`src/rtl/sl_transmitter.sv`:
```
// sl_transmitter: serial-line word transmitter for a two-wire return-to-idle link.
// Each symbol is a low pulse on one wire (sl0 = '0', sl1 = '1'), followed by a gap
// with both wires high. A word is data bits LSB first, then an odd-parity bit, then
// a stop symbol that pulses both wires low together.
//
// Ports:
//   clk    - system clock, rising edge
//   reset  - synchronous, active-high reset
//   mode   - word length: 00=8, 01=16, 10=24, 11=32 data bits
//   data   - word to send (only the low N bits are used)
//   en     - transmit request, taken when ready is high
//   ready  - high when idle and able to accept a word
//   sl0    - line 0, idle high, low pulse = bit '0'
//   sl1    - line 1, idle high, low pulse = bit '1'
module sl_transmitter #(
    parameter int unsigned PULSE_CYCLES = 1,
    parameter int unsigned GAP_CYCLES   = 1
) (
    input  logic        clk,
    input  logic        reset,
    input  logic [1:0]  mode,
    input  logic [31:0] data,
    input  logic        en,
    output logic        ready,
    output logic        sl0,
    output logic        sl1
);

    localparam logic [15:0] PULSE_LAST = 16'(PULSE_CYCLES - 1);
    localparam logic [15:0] GAP_LAST   = 16'(GAP_CYCLES - 1);

    typedef enum logic [1:0] {StIdle, StPulse, StGap} state_t;

    state_t      state;
    logic [31:0] word;
    logic        parity;
    logic [5:0]  nbits;
    logic [5:0]  sym;
    logic [15:0] cyc;

    logic [31:0] in_mask;
    logic [5:0]  in_nbits;
    logic        in_parity;
    logic [5:0]  sym_next;

    // Line levels {sl0, sl1} for symbol index idx of an n-bit word:
    // data bits first, then parity at idx == n, then stop (both low).
    function automatic logic [1:0] sym_lines(input logic [5:0]  idx,
                                             input logic [5:0]  n,
                                             input logic [31:0] w,
                                             input logic        p);
        if (idx < n) begin
            return {w[idx[4:0]], ~w[idx[4:0]]};
        end else if (idx == n) begin
            return {p, ~p};
        end else begin
            return 2'b00;
        end
    endfunction

    always_comb begin
        in_mask = 32'hFFFF_FFFF;
        unique case (mode)
            2'b00:   in_mask = 32'h0000_00FF;
            2'b01:   in_mask = 32'h0000_FFFF;
            2'b10:   in_mask = 32'h00FF_FFFF;
            default: in_mask = 32'hFFFF_FFFF;
        endcase
        in_nbits  = {1'b0, mode, 3'b000} + 6'd8;
        // Odd parity: total count of ones including the parity bit is odd.
        in_parity = ~^(data & in_mask);
        sym_next  = sym + 6'd1;
    end

    always_ff @(posedge clk) begin
        if (reset) begin
            state  <= StIdle;
            ready  <= 1'b1;
            sl0    <= 1'b1;
            sl1    <= 1'b1;
            word   <= '0;
            parity <= 1'b0;
            nbits  <= 6'd8;
            sym    <= '0;
            cyc    <= '0;
        end else begin
            unique case (state)
                StIdle: begin
                    sl0   <= 1'b1;
                    sl1   <= 1'b1;
                    ready <= 1'b1;
                    if (en && ready) begin
                        word       <= data & in_mask;
                        parity     <= in_parity;
                        nbits      <= in_nbits;
                        sym        <= '0;
                        cyc        <= '0;
                        ready      <= 1'b0;
                        // First pulse is visible in the cycle right after accept.
                        {sl0, sl1} <= sym_lines(6'd0, in_nbits, data, in_parity);
                        state      <= StPulse;
                    end
                end
                StPulse: begin
                    if (cyc == PULSE_LAST) begin
                        cyc   <= '0;
                        sl0   <= 1'b1;
                        sl1   <= 1'b1;
                        state <= StGap;
                    end else begin
                        cyc <= cyc + 16'd1;
                    end
                end
                StGap: begin
                    if (cyc == GAP_LAST) begin
                        cyc <= '0;
                        if (sym == nbits + 6'd1) begin
                            // Stop symbol's gap done.
                            ready <= 1'b1;
                            state <= StIdle;
                        end else begin
                            sym        <= sym_next;
                            {sl0, sl1} <= sym_lines(sym_next, nbits, word, parity);
                            state      <= StPulse;
                        end
                    end else begin
                        cyc <= cyc + 16'd1;
                    end
                end
                default: begin
                    state <= StIdle;
                    ready <= 1'b1;
                    sl0   <= 1'b1;
                    sl1   <= 1'b1;
                end
            endcase
        end
    end

endmodule

```
`config.mk`:
```
export PLATFORM = sky130hd
export DESIGN_NAME = sl_transmitter
export DESIGN_NICKNAME = d
export VERILOG_FILES = /design/src/rtl/sl_transmitter.sv
export SDC_FILE = /design/constraint.sdc
export NUM_CORES = 1
export LEC_CHECK = 0
export ABC_CLOCK_PERIOD_IN_PS = 3480
export BUFFER_PORTS_ARGS = -buffer_cell sky130_fd_sc_hd__buf_2
export CORE_MARGIN = 4
export CORE_UTILIZATION = 44
export CTS_CLUSTER_SIZE = 16
export DETAILED_ROUTE_END_ITERATION = 16
export PLACE_DENSITY = 0.62
export SLEW_MARGIN = 40
export SYNTH_ARGS = -nofsm -noshare
export SYNTH_HDL_FRONTEND = slang
export SYNTH_SLANG_ARGS = --single-unit
```
`constraint.sdc`:
```
create_clock -name clk -period 3.48 [get_ports clk]
set_clock_uncertainty 0.2 [all_clocks]
set_input_delay 0.348 -clock clk [delete_from_list [all_inputs] [get_ports clk]]
set_output_delay 0.348 -clock clk [all_outputs]
set_load 0.01 [all_outputs]
```
; ---- Word level (Yosys, flattened, before mapping)
; Index checks and enable logic that the tools add are counted.
; W data, S select, Z words.
[totals]
wordCells = 80
regBits = 66
ram_bits = 0
romBits = 0
mem_count = 0
out_inout_bits = 3
latchBits = 0
inputBits = 37
[op_classes]
bitwise = 6
reduce_logical = 15
n_mux = 32
multipliers = 0
n_div = 0
eq_ne = 11
n_addsub = 4
n_lt_le_gt_ge = 3
shift = 0
[ops]
columns = cell, count
row1 = $pmux W32 S3, 1
row2 = $and A32 B32 Y32, 1
row3 = $mux W16, 2
row4 = $pmux W16 S2, 1
row5 = $reduce_xnor A32 Y1, 1
row6 = $mux W6, 3
row7 = $add A16 B1 Y16 const B, 1
row8 = $logic_not A16 Y1, 1
row9 = $mux W2, 7
row10 = $add A6 B1 Y6 const B, 2
row11 = $eq A6 B6 Y1, 2
row12 = $mux W1, 12
row13 = $pmux W6 S2, 1
row14 = $ne A2 B2 Y1 const B, 5
row15 = $pmux W1 S3, 3
row16 = $reduce_and A3 Y1, 3
row17 = $add A5 B4 Y6 const B, 1
row18 = $logic_not A6 Y1, 1
row19 = $lt A1 B6 Y1 const A, 1
row20 = $lt A5 B6 Y1 const B, 1
row21 = $lt A6 B6 Y1, 1
row22 = $pmux W2 S3, 1
row23 = $bmux W1 S5, 1
row24 = $not A1 Y1, 5
row25 = other kinds (8), 13

; ---- Depth between registers and ports, before layout
; Gate-level depths: netlist of the first run.
[depth]
word_depth = 9
depth_mapped = 12
depth_no_buf = 11

; ---- Least setup slack after synthesis of the first run
; No wires, ideal clock.
[synth_path]
kind = register to register
start = register sym[1]
end = register sl0
t_required_ns = 3.160
setup_slack_ns = 0.834
n_path_buf = 0
synth_period_minus_slack_ns = 2.646
setup_time_ns = 0.120
stages_incl_launch_ff = 11
arrival_ns = 2.326
path_cell_list = dfxtp_1 > ha_1 > nand3_1 > xnor2_1 > ha_1 > nor2b_1 > o311a_2 > a21oi_1 > o21ai_1 > a211oi_2 > o21ai_1
[synth_via]
elab_chain_cells = 7
word_cells_on_any_way = 13
classes_between = add/sub: 1 / order compare: 1 / eq/ne: 3 / mux: 7 / reduce/logical: 1
[synth_lines]
columns = item, line
row1 = from (decl), 38  ; logic [5:0] sym;
row2 = from (signal assigned), 122  ; sym <= sym_next;
row3 = $add A6 B1 Y6, 72  ; sym_next = sym + 6'd1;
row4 = $bmux W1 S5 / $eq A6 B6 Y1 (equally long branches), "53, 54"
row5 = $mux W1 (not written as such) / $mux W2 (equally long branches), "53, 54"
row6 = $mux W2, 52  ; if (idx < n) begin
row7 = $mux W1, 117  ; if (sym == nbits + 6'd1) begin
row8 = $mux W1, 115  ; if (cyc == GAP_LAST) begin
row9 = $pmux W1 S3, 87  ; unique case (state)
row10 = to (signal assigned), 100  ; {sl0, sl1} <= sym_lines(6'd0, in_nbits, data, in_parity);
row11 = to (signal assigned), 123  ; {sl0, sl1} <= sym_lines(sym_next, nbits, word, parity);
row12 = to (decl), 25  ; output logic sl0,
; Parallel ways exist; a longest one is shown, timed or not. The select of a mux whose other input is x is not followed.
; A chain may end at the register's enable or synchronous reset.

; ---- Worst setup path in the final report of the first run
[layout_path]
start = register sym[1]
end = register sl1
[layout_via]
elab_chain_cells = 8
word_cells_on_any_way = 14
classes_between = add/sub: 1 / order compare: 1 / eq/ne: 3 / mux: 7 / bitwise: 1 / reduce/logical: 1
[layout_lines]
columns = item, line
row1 = $add A6 B1 Y6, 72
row2 = $bmux W1 S5, 53  ; return {w[idx[4:0]], ~w[idx[4:0]]};
row3 = $mux W1 (not written as such), 53
row4 = $not A1 Y1, 53
row5 = $mux W2, 52
row6 = $mux W1, 117
row7 = $mux W1, 115
row8 = $pmux W1 S3, 87
row9 = to (signal assigned), 100
row10 = to (signal assigned), 123
row11 = to (decl), 26  ; output logic sl1
; Parallel ways exist; a longest one is shown, timed or not. The select of a mux whose other input is x is not followed.

==> run metrics, run 1 <==
CTS tree done; Final Util 0.5227; WP buf/inv 1; total CTS buffers 9; Post-DP HPWL around 6000 µm; worst setup margin 0.6315 ns; CTS Root Cell clkbuf_8; Mapped Avg Cell Area ~8.5 µm²; Yosys reg bits 63; Worst path slowest cell ha_1; leak pwr 1.619 nW; post-CTS resize count 0; largest net degree at the start of global routing 49; placed standard-cell area approximately 3900 µm²; combinational power share 0.322; switching part of the total power 0.3437; vias in the first global route approximately 3000; # DRC 0; # diodes 0; row cnt 32; via/cell ratio 5.216; period utilisation layout 0.8185; crit-path cells inv_1, ha_1, mux2i_1, mux4_1, o31ai_1, o211ai_2, nor2b_4, a211oi_2, a31oi_1; Ys Warns 0; Post-Route WL a little over 8000 µm; CP max FO 13; flop-to-flop setup slack 0.63 ns; Final Wtd Congestion roughly 0.85; Tmin final ~2.8 ns; design area approximately 4100 µm²; IO Count 40; CP peak stage delay between 0.6 and 0.7 ns; FFs w/ async S/R, synth 0; Post-CTS Hold Fix Bufs 0; CORE AREA slightly below 8000 µm²; sw power roughly 0.79 mW; Power Density 554.2 nW/µm²; outcome finished clean; initial DRC count between 100 and 150; Max Transition Viols Final 0; Synth Flop Type dfxtp_1; synthesized area ~3600 µm²; register area share after synthesis 0.3456; Die Y roughly 99 µm; DR WL/cell ~14 µm; setup TNS 0 ns; post-route insts no fill 570; Layout area overhead 12.96%; CP endpoint kind flip-flop; Syn Nets 485; via count between 2000 and 3000; Post-synth EDFFs 0; P_int approximately 1.5 mW; commonest non-fill, non-tap cells in the layout nand2_1 (68), dfxtp_1 (63), a21oi_1 (45); max_cap viols 0; final number of setup-violating endpoints 0; worst skew pair latency approximately 0.34 ns; Post-DRT Antenna Nets 0; most common cell after layout, fill and taps aside nand2_1; post-synthesis cell count 430; critical path type flip-flop to flip-flop; Sinks on Clock Net 63; required time of the critical path between 3 and 4 ns; first-pass GRT wire length between 10000 and 15000 µm; GRT overflow 0; First-pass DRT Iterations 4; H-tree depth 3; initial antenna violation count 0; Startpoint Class flip-flop; Max VDD drop between 200 and 300 µV; Crit path max-delay family adder cells; pre-CTS WS roughly 0.65 ns; Hold Vio Cnt, Final 0; Bufs on Longest Clock Path 2; Netlist cell types between 50 and 60; layout cells sized above 1 0.1624; Worst-path clk slew roughly 0.07 ns; die area approximately 9800 µm²; Power, Total roughly 2.3 mW; hold slack 0.06157 ns; FMAX 0.3511 GHz; die width approximately 99 µm; Clk pwr share 0.290; GRT Overall Usage 0.1723; Port Buffers 39; CP arrival ~2.9 ns; Cells after DPL ~550; Worst-Margin Slew ~0.61 ns; Reg power frac 0.388; Final nets ~520; fill count ~740; Initial Utilization 0.4627; post-CTS setup buffer count 0; RSZ-0062 raised after global routing no; Hold Crit Class primary input to flip-flop; worst rel slew slack 0.5959
## cells by family (layout without fill, tap and decap cells)
family	Yosys count	after routing	share of synthesized area
AND/OR/NAND/NOR	171	171	0.2276
AO/OA/AOI/OAI	73	73	0.1183
flip-flops	63	63	0.3456
XOR/XNOR	48	48	0.1248
buffers and inverters	36	74	0.04182
multiplexers	21	21	0.08022
adder cells (fa/ha/maj)	18	18	0.06171
## routing by layer
layer  GRT usage  wire, µm
met5           0         0
met4     0.06092       102
met3     0.04388       256
met2      0.2825      3899
met1      0.2194      3912
## synthesized netlist by cell type, drive strengths merged (2+ instances only)
cell type,count,share of area
nand2,68,0.070
dfxtp,63,0.35
a21oi,45,0.062
nor2,30,0.031
xnor2,27,0.065
nand3,26,0.036
xor2,19,0.048
clkbuf,18,0.019
ha,18,0.062
mux2i,15,0.041
inv,13,0.013
nand3b,11,0.023
o21ai,10,0.014
nand4,7,0.012
mux4,6,0.039
nor3,6,0.0082
a22oi,5,0.010
buf,5,0.0099
and3,4,0.0072
nor2b,3,0.0072
nor3b,3,0.0075
a211oi,2,0.0069
and2,2,0.0034
nand2b,2,0.0034
nor4,2,0.0034
o211ai,2,0.0055
or2,2,0.0034
xnor3,2,0.012
## area by class of cell
cell class,count,area (µm²),area share
clock buffers,13,168.9,0.04097
clock inverters,3,40.04,0.009712
inverters,13,48.80,0.01184
multi-input cells,331,2236,0.5423
flip-flops and latches,63,1261,0.3059
well taps,102,127.6,0.03096
repair buffers,45,240.2,0.05827
## worst paths after layout
path	startpoint	to	depth (start not counted)
max	sym[1]$_SDFFE_PP0P_	sl1$_SDFFE_PP1P_	9
min	data[3]	word[3]$_SDFFE_PP0P_	3
max reg2reg	sym[1]$_SDFFE_PP0P_	sl1$_SDFFE_PP1P_	9
min reg2reg	word[22]$_SDFFE_PP0P_	word[22]$_SDFFE_PP0P_	2
## registers in the layout, indices dropped and copies added (netlist names)
signal,cells
sl1,1
nbits,3
state,2
ready,1
word,32
parity,1
sl0,1
cyc,16
sym,6
## power by group through the flow
stage	combinational [mW]	clock, mW	sequential, mW
6_report	0.735	0.663	0.887
5_1_grt	0.824	0.708	0.896
4_1_cts	0.744	0.675	0.886
3_5_place_dp	0.742	0	0.902
3_3_place_gp	0.725	0	0.900
2_1_floorplan	0.556	0	0.881
## worst reg2reg max path, delay by kind of cell (launching register included)
kind / cells / cell delay, ns
simple gates: 1 / 0.15
buf+inv: 1 / 0.07
flops: 1 / 0.42
mux: 2 / 0.68
fa+ha+maj: 1 / 0.67
compound gates: 4 / 0.54
No activity file was read; power rests on OpenSTA's default activity.
==> run 2, diff against run 1 <==
--- a/config.mk
+++ b/config.mk
@@ -5,13 +5,14 @@
 export SDC_FILE = /design/constraint.sdc
 export NUM_CORES = 1
 export LEC_CHECK = 0
-export ABC_CLOCK_PERIOD_IN_PS = 3480
+export ABC_AREA = 1
+export ABC_CLOCK_PERIOD_IN_PS = 2900
 export BUFFER_PORTS_ARGS = -buffer_cell sky130_fd_sc_hd__buf_2
 export CORE_MARGIN = 4
 export CORE_UTILIZATION = 44
 export CTS_CLUSTER_SIZE = 16
 export DETAILED_ROUTE_END_ITERATION = 16
-export PLACE_DENSITY = 0.62
+export PLACE_DENSITY = 0.61
 export SLEW_MARGIN = 40
 export SYNTH_ARGS = -nofsm -noshare
 export SYNTH_HDL_FRONTEND = slang
==> constraint.sdc (replaced) <==
create_clock -name clk -period 2.9 [get_ports clk]
set_clock_uncertainty 0.2 [all_clocks]
set_input_delay 0.29 -clock clk [delete_from_list [all_inputs] [get_ports clk]]
set_output_delay 0.29 -clock clk [all_outputs]
set_load 0.01 [all_outputs]
==> run metrics, run 2 <==
outcome finished clean; CTS Root Cell clkbuf_8; post-synthesis cell count roughly 650; max FFs per register 32; Hold Crit Class primary input to flip-flop; RSZ-0062 raised after global routing no; CP arrival roughly 2.5 ns; placed standard-cell area 4473 µm²; hold_sp data[22]; Yosys reg bits 63; post-CTS resize count 0; First-pass DRT Iterations 5; GRT Overall Usage 0.1912; Synth Flop Type dfxtp_1; top cells by area, synth dfxtp_1 (30%), nand2_1 (16%), a21oi_1 (7.9%); max_cap viols 0; RR Endpoint sl1$_SDFFE_PP1P_; required time of the critical path 2.93 ns; vias in the first global route around 3900; sw power between 1 and 1.5 mW; IO Count 40; initial DRC count between 150 and 200; worst skew pair latency about 0.34 ns; period utilisation layout 0.8419; Ys Warns 0; Top Registers word (32), cyc (16), sym (6); GRT overflow 0; Port Buffers 39; Worst-path clk slew ~0.07 ns; via/cell ratio roughly 5.1; Syn Nets roughly 710; die width ~110 µm; Hold Vio Cnt, Final 0; Bufs on Longest Clock Path 2; Mapped Avg Cell Area 6.426 µm²; flop-to-flop setup slack about 0.46 ns; Final Wtd Congestion 0.8705; Multi-input gate area around 2500 µm²; Post-DRT Antenna Nets 0; Startpoint Class flip-flop; Reg power frac 0.379; post-CTS setup buffer count 0; area leader, netlist dfxtp_1; Power Density approximately 660 nW/µm²; Min-Delay Path Depth 3; Worst Hold Endpoint word[22]$_SDFFE_PP0P_; commonest non-fill, non-tap cells in the layout nand2_1 (176), inv_1 (82), a21oi_1 (66); layout cells sized above 1 0.1431; most common cell after layout, fill and taps aside nand2_1; CP endpoint kind flip-flop; setup TNS 0 ns; total CTS buffers 9; Initial Utilization 0.4527; synthesized area 4203 µm²; leak pwr around 2.2 nW; H-tree depth 3; switching part of the total power 0.4130; row cnt 35; CTS tree done; register area approximately 1300 µm²; # diodes 0; design area between 4000 and 5000 µm²; fill count just under 1000; Layout area overhead 10.63%; Final nets roughly 740; via count a little over 4000; combinational power share 0.396; count leader, synth nand2_1; Post-synth top cells nand2_1 (176), inv_1 (82), a21oi_1 (66), dfxtp_1 (63), o21ai_0 (49); first-pass GRT wire length approximately 18000 µm; Die Y roughly 110 µm; top cell type's share of synthesized area 0.3001; CP max FO 5; initial antenna violation count 0; die area ~11000 µm²; R2R depth 12; register area share after synthesis 0.3001; CORE AREA ~9300 µm²; largest net degree at the start of global routing 53; FMAX 0.4096 GHz; worst rel slew slack 0.5321; Post-CTS Hold Fix Bufs 0; Post-synth EDFFs 0; Post-Route WL approximately 10000 µm; DR WL/cell ~13 µm; hold slack roughly 0.029 ns; largest reg by FF count word; Clk pwr share 0.226; Max VDD drop ~270 µV; FFs w/ async S/R, synth 0; Reg2Reg Launch Point sym[1]$_SDFFE_PP0P_; Max Transition Viols Final 0; Worst-Margin Slew about 0.70 ns; # DRC 0; critical path type flip-flop to flip-flop; Post-DP HPWL ~7700 µm; Sinks on Clock Net 63; Netlist cell types slightly above 40; final number of setup-violating endpoints 0; Tmin final 2.442 ns; P_int 1.811 mW
==> run 2: metrics by stage <==
stage	total power, mW	utilization	instances	worst slack [ns]
finish	3.086	0.5008	821	0.4584
global route	3.352	0.5008	821	0.2048
CTS	3.111	0.5008	821	0.4785
detailed placement	2.398	0.4818	805	0.3722
global placement	2.387	0.4818	805	0.4106
floorplan	2.077	-	654	0.6637
==> run 2: cell type report <==
type | instances | area share
clock buffers | 13 | 0.03418
well taps | 129 | 0.03471
multi-input cells | 479 | 0.5318
clock inverters | 3 | 0.003767
flip-flops and latches | 63 | 0.2713
inverters | 89 | 0.07266
repair buffers | 45 | 0.05167
==> run 2: worst max-delay path by stage <==
stage / endpoint / cells past startpoint / slack (ns) / from
5_1_grt: sl0$_SDFFE_PP1P_ / 13 / 0.20 / sym[1]$_SDFFE_PP0P_
3_3_place_gp: sl1$_SDFFE_PP1P_ / 21 / 0.41 / mode[0]
6_report: sl1$_SDFFE_PP1P_ / 12 / 0.46 / sym[1]$_SDFFE_PP0P_
3_5_place_dp: sl1$_SDFFE_PP1P_ / 21 / 0.37 / mode[0]
4_1_cts: sl1$_SDFFE_PP1P_ / 12 / 0.48 / sym[0]$_SDFFE_PP0P_
2_1_floorplan: sl0$_SDFFE_PP1P_ / 13 / 0.66 / sym[0]$_SDFFE_PP0P_
==> run 2: critical path, stage by stage, from the launching register on <==
cell,delay (ns)
dfxtp_1,0.41
ha_1,0.24
nand3_1,0.10
xor2_1,0.19
inv_1,0.10
ha_1,0.28
nand2_1,0.06
o21ai_0,0.25
o21ai_0,0.15
a31oi_1,0.18
nand2_1,0.07
nand2_1,0.05
nand2_1,0.04
==> run 2: per-layer routing <==
layer | routed length [µm] | GRT usage
met1 | 4793 | 0.2330
met2 | 4916 | 0.3283
met3 | 453 | 0.05634
met4 | 144 | 0.05088
met5 | 0 | 0
==> run 2: power groups by stage <==
| stage | sequential [mW] | clock, mW | combinational (mW) |
|---|---|---|---|
| 2_1_floorplan | 1.15 | 0 | 0.922 |
| 3_3_place_gp | 1.18 | 0 | 1.20 |
| 3_5_place_dp | 1.18 | 0 | 1.21 |
| 4_1_cts | 1.17 | 0.722 | 1.22 |
| 5_1_grt | 1.19 | 0.756 | 1.41 |
| 6_report | 1.17 | 0.696 | 1.22 |
==> run 2: cells by family (layout without fill, tap and decap cells) <==
| group | count (synthesis) | count (layout) | share of synthesized area |
|---|---|---|---|
| AND/OR/NAND/NOR | 317 | 317 | 0.3394 |
| AO/OA/AOI/OAI | 136 | 136 | 0.1762 |
| buffers and inverters | 112 | 150 | 0.1122 |
| flip-flops | 63 | 63 | 0.3001 |
| adder cells (fa/ha/maj) | 18 | 18 | 0.05359 |
| XOR/XNOR | 8 | 8 | 0.01846 |
==> run 3, diff against run 2 <==
--- a/config.mk
+++ b/config.mk
@@ -6,13 +6,13 @@
 export NUM_CORES = 1
 export LEC_CHECK = 0
 export ABC_AREA = 1
-export ABC_CLOCK_PERIOD_IN_PS = 2900
+export ABC_CLOCK_PERIOD_IN_PS = 2100
 export BUFFER_PORTS_ARGS = -buffer_cell sky130_fd_sc_hd__buf_2
 export CORE_MARGIN = 4
 export CORE_UTILIZATION = 44
 export CTS_CLUSTER_SIZE = 16
 export DETAILED_ROUTE_END_ITERATION = 16
-export PLACE_DENSITY = 0.61
+export PLACE_DENSITY = 0.64
 export SLEW_MARGIN = 40
 export SYNTH_ARGS = -nofsm -noshare
 export SYNTH_HDL_FRONTEND = slang
==> constraint.sdc (replaced) <==
create_clock -name clk -period 2.1 [get_ports clk]
set_clock_uncertainty 0.2 [all_clocks]
set_input_delay 0.21 -clock clk [delete_from_list [all_inputs] [get_ports clk]]
set_output_delay 0.21 -clock clk [all_outputs]
set_load 0.01 [all_outputs]
==> run metrics, run 3 (synthesis results as in run 2) <==
outcome complete, but fails checks; failing checks setup timing; Die Y between 100 and 150 µm; Startpoint Class flip-flop; placed standard-cell area ~4800 µm²; initial antenna violation count 0; required time of the critical path 2.13 ns; Final Wtd Congestion roughly 0.85; Bufs on Longest Clock Path 2; layout cells sized above 1 0.2297; largest reg by FF count word; First-pass DRT Iterations 5; WP buf/inv 1; DR WL/cell roughly 12 µm; # DRC 0; leak pwr 2.565 nW; period utilisation layout 1.032; Initial Utilization 0.4527; worst skew pair latency 0.34 ns; # diodes 0; Reg2Reg Launch Point sym[0]$_SDFFE_PP0P_; final number of setup-violating endpoints 2; CP max FO 4; Crit path max-delay family simple AND/OR/NAND/NOR gates; Sinks on Clock Net 63; hold slack slightly below 0.02 ns; design area around 5400 µm²; Port Buffers 39; pre-CTS WS -0.1982 ns; Post-DRT Antenna Nets 0; CTS Root Cell clkbuf_8; FMAX approximately 0.46 GHz; die width 105.7 µm; Hold Vio Cnt, Final 0; Max Transition Viols Final 0; Critical Path Start sym[0]$_SDFFE_PP0P_; vias in the first global route roughly 4100; CP arrival 2.20 ns; RR Endpoint sl0$_SDFFE_PP1P_; CTS tree done; CP peak stage delay 0.37 ns; hold_sp data[23]; Max VDD drop approximately 440 µV; initial DRC count between 200 and 300; crit-path cells ha_4, nand3_1, xor2_1, inv_1, ha_1, nand2_1, o21ai_2, nand3b_1, nand2_1, a21oi_1, nand2_1, nand2_1, nand2_1; Worst-path clk slew ~0.070 ns; worst setup margin -0.06785 ns; total CTS buffers 9; IO Count 40; Hold Crit Class primary input to flip-flop; H-tree depth 3; RSZ-0062 raised after global routing yes; GRT overflow 0; Cells after DPL 850; Post-Route WL 10770 µm; first-pass GRT wire length approximately 18000 µm; Final Util 0.5774; Levels on crit path 13; post-route insts no fill between 800 and 900; Final nets roughly 810; max_cap viols 0; Power Density 884.3 nW/µm²; commonest non-fill, non-tap cells in the layout nand2_1 (174), inv_1 (80), a21oi_1 (65); via/cell ratio 4.915; max FFs per register 32; Worst-Margin Slew around 0.53 ns; R2R depth 13; most frequent CP cell nand2_1; CP Capture Point sl0$_SDFFE_PP1P_; Post-DP HPWL around 7900 µm; flop-to-flop setup slack -0.07 ns; Layout area overhead 27.54%; CORE AREA ~9300 µm²; via count 4379; largest net degree at the start of global routing 53; GRT Overall Usage 0.1946; Tmin final ~2.2 ns; Top Registers word (32), cyc (16), sym (6); die area about 11000 µm²; critical path type flip-flop to flip-flop; worst rel slew slack 0.6468; CP endpoint kind flip-flop; most common cell after layout, fill and taps aside nand2_1; Worst path slowest cell dfxtp_4; row cnt 35
[run 3: cell count changes in the layout (fill, tap and decap cells not counted), moves of 3 or more]
| cell | previous run | this run |
|---|---|---|
| o21ai_1 | 0 | 5 |
| nor4_2 | 0 | 3 |
| o21ai_0 | 49 | 43 |
| dfxtp_1 | 63 | 59 |
| buf_4 | 6 | 57 |
| nor4_1 | 6 | 3 |
| dlygate4sd3_1 | 0 | 15 |
| ha_1 | 18 | 15 |
[run 3: worst min-delay path, stage by stage]
cell,delay [ns]
buf_2,0.12
a21oi_1,0.12
a211oi_1,0.05
[run 3: final cells by class]
cell class / count / area (µm²)
Sequential cell: 63 / 1271
Clock inverter: 5 / 56.30
Clock buffer: 11 / 151.4
Fill cell: 924 / 3924
Timing Repair Buffer: 115 / 835.8
Tap cell: 129 / 161.4
Multi-Input combinational cell: 479 / 2544
Inverter: 89 / 340.3
[run 3: metal layers]
layer,part of all wire,GRT usage,routed length (µm),vias up
met5,0,0,0,-
met4,0.0066,0.05643,71,0
met3,0.033,0.03001,353,8
met2,0.48,0.3192,5123,72
met1,0.49,0.2646,5226,1964
li1,-,-,-,2335
[run 3: through the flow]
| stage | setup TNS [ns] | total power [mW] |
|---|---|---|
| after detailed placement | -0.4461 | 3.514 |
| after global placement | -0.2423 | 3.477 |
| final | -0.1279 | 4.740 |
| after CTS | -0.1133 | 4.669 |
| after global routing | -0.8076 | 5.127 |
| after floorplan | -0.07008 | 2.881 |
[run 3: repair_timing]
action	4_1_cts	5_1_grt
hold buffers	15	0
hold endpoints to repair	15	0
pin swaps	3	7
setup buffers	5	5
endpoints found under the setup margin	2	29
resized for setup	6	23
[run 3: worst min-delay path by stage]
stage,end,slack (ns),cells after the start
floorplan,word[3]$_SDFFE_PP0P_,0.14,2
global placement,word[2]$_SDFFE_PP0P_,0.24,2
detailed placement,word[2]$_SDFFE_PP0P_,0.24,2
CTS,word[20]$_SDFFE_PP0P_,0.009,3
global route,word[20]$_SDFFE_PP0P_,0.03,3
finish,word[23]$_SDFFE_PP0P_,0.02,3
[run 3: power by group]
group,switching [mW],internal [mW],total [mW]
logic,1.23,0.816,2.04
registers,0.137,1.46,1.60
clock network,0.487,0.611,1.10
